File: config.mk
export PLATFORM = sky130hd
export DESIGN_NAME = uart_tx_feeder
export DESIGN_NICKNAME = d
export VERILOG_FILES = /design/src/rtl/uart_pkg.sv /design/src/rtl/sync_fifo.sv /design/src/rtl/uart_tx_feeder.sv
export SDC_FILE = /design/constraint.sdc
export NUM_CORES = 1
export LEC_CHECK = 0
export CAP_MARGIN = 20
export CORE_ASPECT_RATIO = 1.25
export CORE_UTILIZATION = 50
export DETAILED_ROUTE_END_ITERATION = 10
export GPL_ROUTABILITY_DRIVEN = 0
export PLACE_DENSITY = 0.67
export SLEW_MARGIN = 20
export SYNTH_ARGS = -nofsm -noshare
export SYNTH_HDL_FRONTEND = slang
export SYNTH_HIERARCHICAL = 1
export SYNTH_SLANG_ARGS = --single-unit
export TNS_END_PERCENT = 100
File: constraint.sdc
create_clock -name i_clk -period 4.1 [get_ports i_clk]
set_input_delay 1.23 -clock i_clk [delete_from_list [all_inputs] [get_ports i_clk]]
set_output_delay 1.23 -clock i_clk [all_outputs]
set_load 0.02 [all_outputs]
File: src/rtl/uart_pkg.sv
// Shared types and helpers for the UART transmit feeder.
package uart_pkg;

    typedef logic [7:0] byte_t;

    typedef enum logic [1:0] {
        IDLE = 2'd0,
        SEND = 2'd1,
        GAP  = 2'd2
    } feeder_state_t;

    function automatic int clks_per_bit(input int clk_freq, input int baud_rate);
        return clk_freq / baud_rate;
    endfunction

endpackage

File: src/rtl/sync_fifo.sv
// Single-clock FIFO with registered read data; a pop loads q on the next edge.
module sync_fifo #(
    parameter int DEPTH = 16,
    parameter int WIDTH = 8
) (
    input  logic                     clk,
    input  logic                     rst_n,
    input  logic                     push,
    input  logic [WIDTH-1:0]         data,
    input  logic                     pop,
    output logic [WIDTH-1:0]         q,
    output logic                     full,
    output logic                     empty,
    output logic [$clog2(DEPTH):0]   level
);

    localparam int AW = $clog2(DEPTH);
    localparam int LW = AW + 1;

    logic [WIDTH-1:0] mem [DEPTH];
    logic [WIDTH-1:0] q_reg;
    logic [AW-1:0]    wr_ptr_reg;
    logic [AW-1:0]    rd_ptr_reg;
    logic [LW-1:0]    level_reg;
    logic [LW-1:0]    level_next;
    logic             full_reg;
    logic             push_ok;
    logic             pop_ok;

    // A push against a full FIFO is dropped even if a pop frees a slot this cycle.
    assign push_ok = push && !full_reg;
    assign pop_ok  = pop && (level_reg != '0);

    always_comb begin
        level_next = level_reg;
        if (push_ok && !pop_ok) begin
            level_next = level_reg + 1'b1;
        end else if (!push_ok && pop_ok) begin
            level_next = level_reg - 1'b1;
        end
    end

    always_ff @(posedge clk or negedge rst_n) begin
        if (!rst_n) begin
            wr_ptr_reg <= '0;
            rd_ptr_reg <= '0;
            level_reg  <= '0;
            full_reg   <= 1'b0;
        end else begin
            if (push_ok) begin
                wr_ptr_reg <= wr_ptr_reg + 1'b1;
            end
            if (pop_ok) begin
                rd_ptr_reg <= rd_ptr_reg + 1'b1;
            end
            level_reg <= level_next;
            full_reg  <= (level_next == LW'(DEPTH));
        end
    end

    // Storage carries no reset so it maps onto block RAM.
    always_ff @(posedge clk) begin
        if (push_ok) begin
            mem[wr_ptr_reg] <= data;
        end
        if (pop_ok) begin
            q_reg <= mem[rd_ptr_reg];
        end
    end

    assign q     = q_reg;
    assign full  = full_reg;
    assign empty = (level_reg == '0);
    assign level = level_reg;

endmodule

File: src/rtl/uart_tx_feeder.sv
// Buffers bytes and paces them into a UART transmitter, one strobed frame slot per byte.
// Optional statistics outputs are enabled by defining UART_TX_FEEDER_STATS_EN.
module uart_tx_feeder
    import uart_pkg::*;
#(
    parameter int CLK_FREQ   = 25000000,
    parameter int BAUD_RATE  = 115200,
    parameter int DEPTH      = 16,
    parameter int WRITE_BITS = 8,
    parameter int GAP_BITS   = 2
) (
    input  logic                   i_clk,
    input  logic                   i_rst_n,
    input  byte_t                  i_data,
    input  logic                   i_valid,
    output logic                   o_ready,
    output byte_t                  o_bin,
    output logic                   o_write_flag,
    output logic [$clog2(DEPTH):0] o_level,
    output logic                   o_busy
`ifdef UART_TX_FEEDER_STATS_EN
    ,
    output logic [15:0]            o_sent_count,
    output logic                   o_overflow
`endif
);

    localparam int CPB       = clks_per_bit(CLK_FREQ, BAUD_RATE);
    localparam int WRITE_CYC = WRITE_BITS * CPB;
    localparam int GAP_CYC   = GAP_BITS * CPB;
    localparam int CNT_W     = (WRITE_CYC > 1) ? $clog2(WRITE_CYC) : 1;
    localparam int LVL_W     = $clog2(DEPTH) + 1;

    localparam logic [CNT_W-1:0] SEND_LAST = CNT_W'(WRITE_CYC - 1);
    localparam logic [CNT_W-1:0] GAP_LAST  = CNT_W'(GAP_CYC - 1);
    localparam logic [CNT_W-1:0] GAP_POP   = CNT_W'(GAP_CYC - 2);

    feeder_state_t    state_reg;
    feeder_state_t    state_next;
    logic [CNT_W-1:0] cnt_reg;
    logic [CNT_W-1:0] cnt_next;
    byte_t            bin_reg;
    byte_t            bin_next;
    logic             flag_reg;
    logic             flag_next;
    logic             pending_reg;
    logic             pending_next;

    logic             fifo_push;
    logic             fifo_pop;
    byte_t            fifo_q;
    logic             fifo_full;
    logic             fifo_empty;
    logic [LVL_W-1:0] fifo_level;

    assign fifo_push = i_valid && !fifo_full;

    sync_fifo #(
        .DEPTH (DEPTH),
        .WIDTH (8)
    ) u_fifo (
        .clk   (i_clk),
        .rst_n (i_rst_n),
        .push  (fifo_push),
        .data  (i_data),
        .pop   (fifo_pop),
        .q     (fifo_q),
        .full  (fifo_full),
        .empty (fifo_empty),
        .level (fifo_level)
    );

    // pending marks a byte popped last cycle whose read data lands in fifo_q now.
    always_comb begin
        state_next   = state_reg;
        cnt_next     = cnt_reg;
        bin_next     = bin_reg;
        flag_next    = flag_reg;
        pending_next = pending_reg;
        fifo_pop     = 1'b0;
        case (state_reg)
            IDLE: begin
                if (pending_reg) begin
                    bin_next     = fifo_q;
                    flag_next    = 1'b1;
                    cnt_next     = '0;
                    pending_next = 1'b0;
                    state_next   = SEND;
                end else if (!fifo_empty) begin
                    fifo_pop     = 1'b1;
                    pending_next = 1'b1;
                end
            end
            SEND: begin
                if (cnt_reg == SEND_LAST) begin
                    flag_next  = 1'b0;
                    cnt_next   = '0;
                    state_next = GAP;
                end else begin
                    cnt_next = cnt_reg + 1'b1;
                end
            end
            GAP: begin
                if (cnt_reg == GAP_LAST) begin
                    cnt_next = '0;
                    if (pending_reg) begin
                        bin_next     = fifo_q;
                        flag_next    = 1'b1;
                        pending_next = 1'b0;
                        state_next   = SEND;
                    end else begin
                        state_next = IDLE;
                    end
                end else begin
                    cnt_next = cnt_reg + 1'b1;
                    // Pop one cycle early so the next frame starts right as the gap ends.
                    if ((cnt_reg == GAP_POP) && !fifo_empty) begin
                        fifo_pop     = 1'b1;
                        pending_next = 1'b1;
                    end
                end
            end
            default: begin
                state_next = IDLE;
            end
        endcase
    end

    always_ff @(posedge i_clk or negedge i_rst_n) begin
        if (!i_rst_n) begin
            state_reg   <= IDLE;
            cnt_reg     <= '0;
            bin_reg     <= '0;
            flag_reg    <= 1'b0;
            pending_reg <= 1'b0;
        end else begin
            state_reg   <= state_next;
            cnt_reg     <= cnt_next;
            bin_reg     <= bin_next;
            flag_reg    <= flag_next;
            pending_reg <= pending_next;
        end
    end

    assign o_ready      = !fifo_full;
    assign o_bin        = bin_reg;
    assign o_write_flag = flag_reg;
    assign o_level      = fifo_level;
    assign o_busy       = (state_reg != IDLE) || pending_reg || !fifo_empty;

`ifdef UART_TX_FEEDER_STATS_EN
    logic [15:0] sent_count_reg;
    logic        overflow_reg;

    always_ff @(posedge i_clk or negedge i_rst_n) begin
        if (!i_rst_n) begin
            sent_count_reg <= '0;
            overflow_reg   <= 1'b0;
        end else begin
            if ((state_next == SEND) && (state_reg != SEND)) begin
                sent_count_reg <= sent_count_reg + 16'd1;
            end
            if (i_valid && fifo_full) begin
                overflow_reg <= 1'b1;
            end
        end
    end

    assign o_sent_count = sent_count_reg;
    assign o_overflow   = overflow_reg;
`endif

endmodule

==> impl_metrics.yaml <==
clocking:
  postCtsSetupRepairBufs: 0
  cts_resized: 0
  root_buffer_cell: "sky130_fd_sc_hd__clkbuf_16"
  clk_path_buf_depth: 2
  worstSkewPairLatency_ns: 0.42
  clock_sinks: 173
  cts_max_level: 4
  numCtsBuffers: 17
  ctsHoldBuffers: 0
  path_clk_slew_ns: 0.06
  cts_tree: "yes"
timing:
  fmax_ghz: 0.270
  timing.final.setup_violations: 0
  final_critical_path_setup_slack_ns: 0.392
  timing_worst_slew_pin_value_ns: 0.828
  final_period_minus_worst_setup_slack_ns: 3.71
  min_period_over_period: 0.905
  drv_slew: 0
  hold_viol_final: 0
  grt_setup_unrepaired: "false"
  fin_setup_tns_ns: 0
  timing.clock.skew_ns: 0.00741
  timing.max_slew.rel_slack: 0.448
logic_synthesis:
  yosys.area_share.xor_xnor: 0.0167
  yosys.area.top_type_share: 0.557
  synth_warnings: 6
  muxShareOfSynthArea: 0.138
  yosys_register_bits: 173
  syn_nets: 435
  synthCells: 408
  asyncSetResetFlopFracSynth: 0.214
  synthAdderAreaFrac: 0.0287
  synth_area_per_cell_um2: 18.0
  number_of_enable_flip_flop_cells_after_synthesis: 136
  syn_area_mm2: 0.00733
  ys_top_cells_by_area: "sky130_fd_sc_hd__edfxtp_1 (56%), sky130_fd_sc_hd__dfrtp_1 (13%), sky130_fd_sc_hd__mux4_2 (12%), sky130_fd_sc_hd__ha_1 (2.7%), sky130_fd_sc_hd__and2_1 (1.5%)"
  post_synth_num_cell_types: 60
  synth.yosys.seq_area_share: 0.684
  yosys.area_share.simple: 0.0792
  synth_top_cell_by_area: "sky130_fd_sc_hd__edfxtp_1"
  synth_top_family_by_area: "multiplexers"
  synth-compound-area-share: 0.0352
  dominantRegCellSynth: "sky130_fd_sc_hd__edfxtp_1"
power_and_ir_drop:
  leakage_nw: 2.90
  pwr-share-seq: 0.516
  power.density_mw_per_mm2: 509
  ir_drop_mv: 0.295
  fin_total_pwr_mw: 4.23
  power_frac_clock: 0.355
  power.share.combinational: 0.130
  switching_share: 0.254
  internal_power_mw: 3.16
  power.net_switching_mw: 1.07
global_route:
  grt_usage: 0.200
  grt_pass1_vias: 3685
  grt_overflow_total: 0
  number_of_antenna_violations_at_the_first_check_in_global_routing: 0
  grt_start_max_net_pins: 38
  grt_first_pass_wirelength_um: 21200
floorplan:
  die_width_um: 110
  floorplan.die_area_mm2: 0.0151
  floorplan.core_area_mm2: 0.0143
  fp-row-count: 49
  start_util: 0.511
  die_h_um: 137
  io_pins: 27
routing:
  route.detailed.wl_per_inst_um: 21.5
  detail_route.drc_violations: 0
  num_vias: 3699
  first_iter_violations: 265
  drt.antenna.violating_nets: 0
  avgViaCountPerCell: 5.84
  detailedRoute.firstPassIterationCount: 4
  wirelength_um: 13600
cells_and_area:
  flow.area_growth_from_synthesis_pct: 13.5
  largest_register_ff_count: 128
  fillers: 1083
  antenna_diodes: 0
  drive_gt1_frac: 0.235
  finalNetCount: 469
worst_setup_path:
  cp.required_ns: 2.87
  start_kind: "register"
  timing.critical_path.to_type: "output pin"
  path_class: "register to output pin"
  timing.critical_path.buf_inv: 2
  arrival_ns: 2.48
  crit_family: "simple AND/OR/NAND/NOR gates"
  crit_fanout: 13
  cpPeakStageDelay_ns: 0.65
  critical_path.slowest_cell: "sky130_fd_sc_hd__nor2b_1"
  cp_cell_sequence: "inv_1 > ha_1 > nor2b_1 > nand2_1 > clkdlybuf4s50_1"
placed_design:
  portbufs: 26
  detailedPlacementHpwl_um: 9250
  dpl_worst_slack_ns: 0.748
outcome:
  outcome: "finished, final reports clean"
min_path:
  holdCritPathClass: "register to register"
job:
  max_cap_viol_count: 0
-- metrics by stage --
stage | area, µm² | std cells | hold WS (ns) | utilization
6_report | 8310 | 633 | 0.478 | 0.580
5_1_grt | 8310 | 633 | 0.490 | 0.580
4_1_cts | 8310 | 633 | 0.482 | 0.579
3_5_place_dp | 7750 | 601 | 0.462 | 0.540
3_3_place_gp | 7750 | 601 | 0.458 | 0.540
2_1_floorplan | 7330 | 408 | 0.454 | -
-- worst reg2reg max path, delay by kind of cell, from the launching register on --
family / cells / cell delay (ns)
XOR/XNOR: 1 / 0.16
flip-flops: 1 / 0.44
adder cells (fa/ha/maj): 1 / 0.17
AND/OR/NAND/NOR: 4 / 1.48
buffers and inverters: 2 / 0.32
AO/OA/AOI/OAI: 2 / 0.27
-- metal layers --
layer | wire [µm] | global-route usage
met5 | 0 | 0
met4 | 304 | 0.0899
met3 | 482 | 0.0464
met2 | 7070 | 0.328
met1 | 5750 | 0.254
-- cell families (layout without fill, tap and decap cells) --
family / Yosys count / count (layout)
and+or+nand+nor: 93 / 93
muxes: 50 / 50
AOI/OAI and AO/OA: 32 / 32
xor gates and xnor gates: 14 / 14
adders and majority gates: 17 / 17
DFF: 173 / 173
buffers and inverters: 29 / 76
-- Yosys cell counts, types with 2 or more instances --
library cell / instances
sky130_fd_sc_hd__edfxtp_1: 136
sky130_fd_sc_hd__mux4_2: 40
sky130_fd_sc_hd__dfrtp_1: 37
sky130_fd_sc_hd__nand2_1: 20
sky130_fd_sc_hd__and2_1: 18
sky130_fd_sc_hd__ha_1: 16
sky130_fd_sc_hd__inv_1: 14
sky130_fd_sc_hd__nor2_1: 11
sky130_fd_sc_hd__xnor2_1: 11
sky130_fd_sc_hd__mux2_2: 9
sky130_fd_sc_hd__o21ai_0: 8
sky130_fd_sc_hd__clkbuf_1: 7
sky130_fd_sc_hd__nand4_1: 5
sky130_fd_sc_hd__a21oi_1: 4
sky130_fd_sc_hd__nor2b_1: 4
sky130_fd_sc_hd__or3_1: 4
sky130_fd_sc_hd__buf_1: 3
sky130_fd_sc_hd__buf_6: 3
sky130_fd_sc_hd__nand3_1: 3
sky130_fd_sc_hd__nor3b_1: 3
sky130_fd_sc_hd__xor2_1: 3
sky130_fd_sc_hd__a31oi_1: 2
sky130_fd_sc_hd__and3_1: 2
sky130_fd_sc_hd__and4bb_2: 2
sky130_fd_sc_hd__nand2b_1: 2
sky130_fd_sc_hd__nor3_1: 2
sky130_fd_sc_hd__nor4_1: 2
sky130_fd_sc_hd__o211ai_1: 2
sky130_fd_sc_hd__o22ai_1: 2
sky130_fd_sc_hd__o22ai_2: 2
sky130_fd_sc_hd__o31ai_1: 2
-- final timing paths --
kind	from	to	slack, ns	cells past startpoint
hold reg to reg	u_fifo/q[3]	o_bin[3]	0.48	1
min in group asynchronous	i_rst_n	u_fifo/full	0.91	1
max in group asynchronous	i_rst_n	u_fifo/rd_ptr_reg[1]	2.62	1
hold / removal	u_fifo/q[3]	o_bin[3]	0.48	1
setup / recovery	state_reg[0]	o_busy	0.39	5
setup reg to reg	state_reg[0]	u_fifo/full	1.18	10
-- cells in the final DEF, fill, tap and decap left out, drive strengths merged, types with 9 or more instances in the layout --
cell           instances
nand2                 21
mux4                  40
dfrtp                 37
edfxtp               136
inv                   22
clkdlybuf4s50         25
clkbuf                21
nor2                  12
and2                  18
ha                    16
mux2                   9
xnor2                 11
-- cell type report --
cell class | count | area (µm²) | area share
multi-input cells | 206 | 2180 | 0.263
clock buffers | 21 | 482 | 0.0579
repair buffers | 29 | 278 | 0.0334
well taps | 178 | 223 | 0.0268
inverters | 15 | 58.8 | 0.00707
flip-flops and latches | 173 | 5010 | 0.603
clock inverters | 11 | 77.6 | 0.00933
-- power groups by stage --
stage	Sequential, mW	Combinational, mW	Clock [mW]
2_1_floorplan	2.21	0.318	0
3_3_place_gp	2.21	0.543	0
3_5_place_dp	2.21	0.553	0
4_1_cts	2.18	0.554	1.53
5_1_grt	2.20	0.592	1.60
6_report	2.18	0.548	1.50
Note: power is estimated with default switching activity, not from simulation.
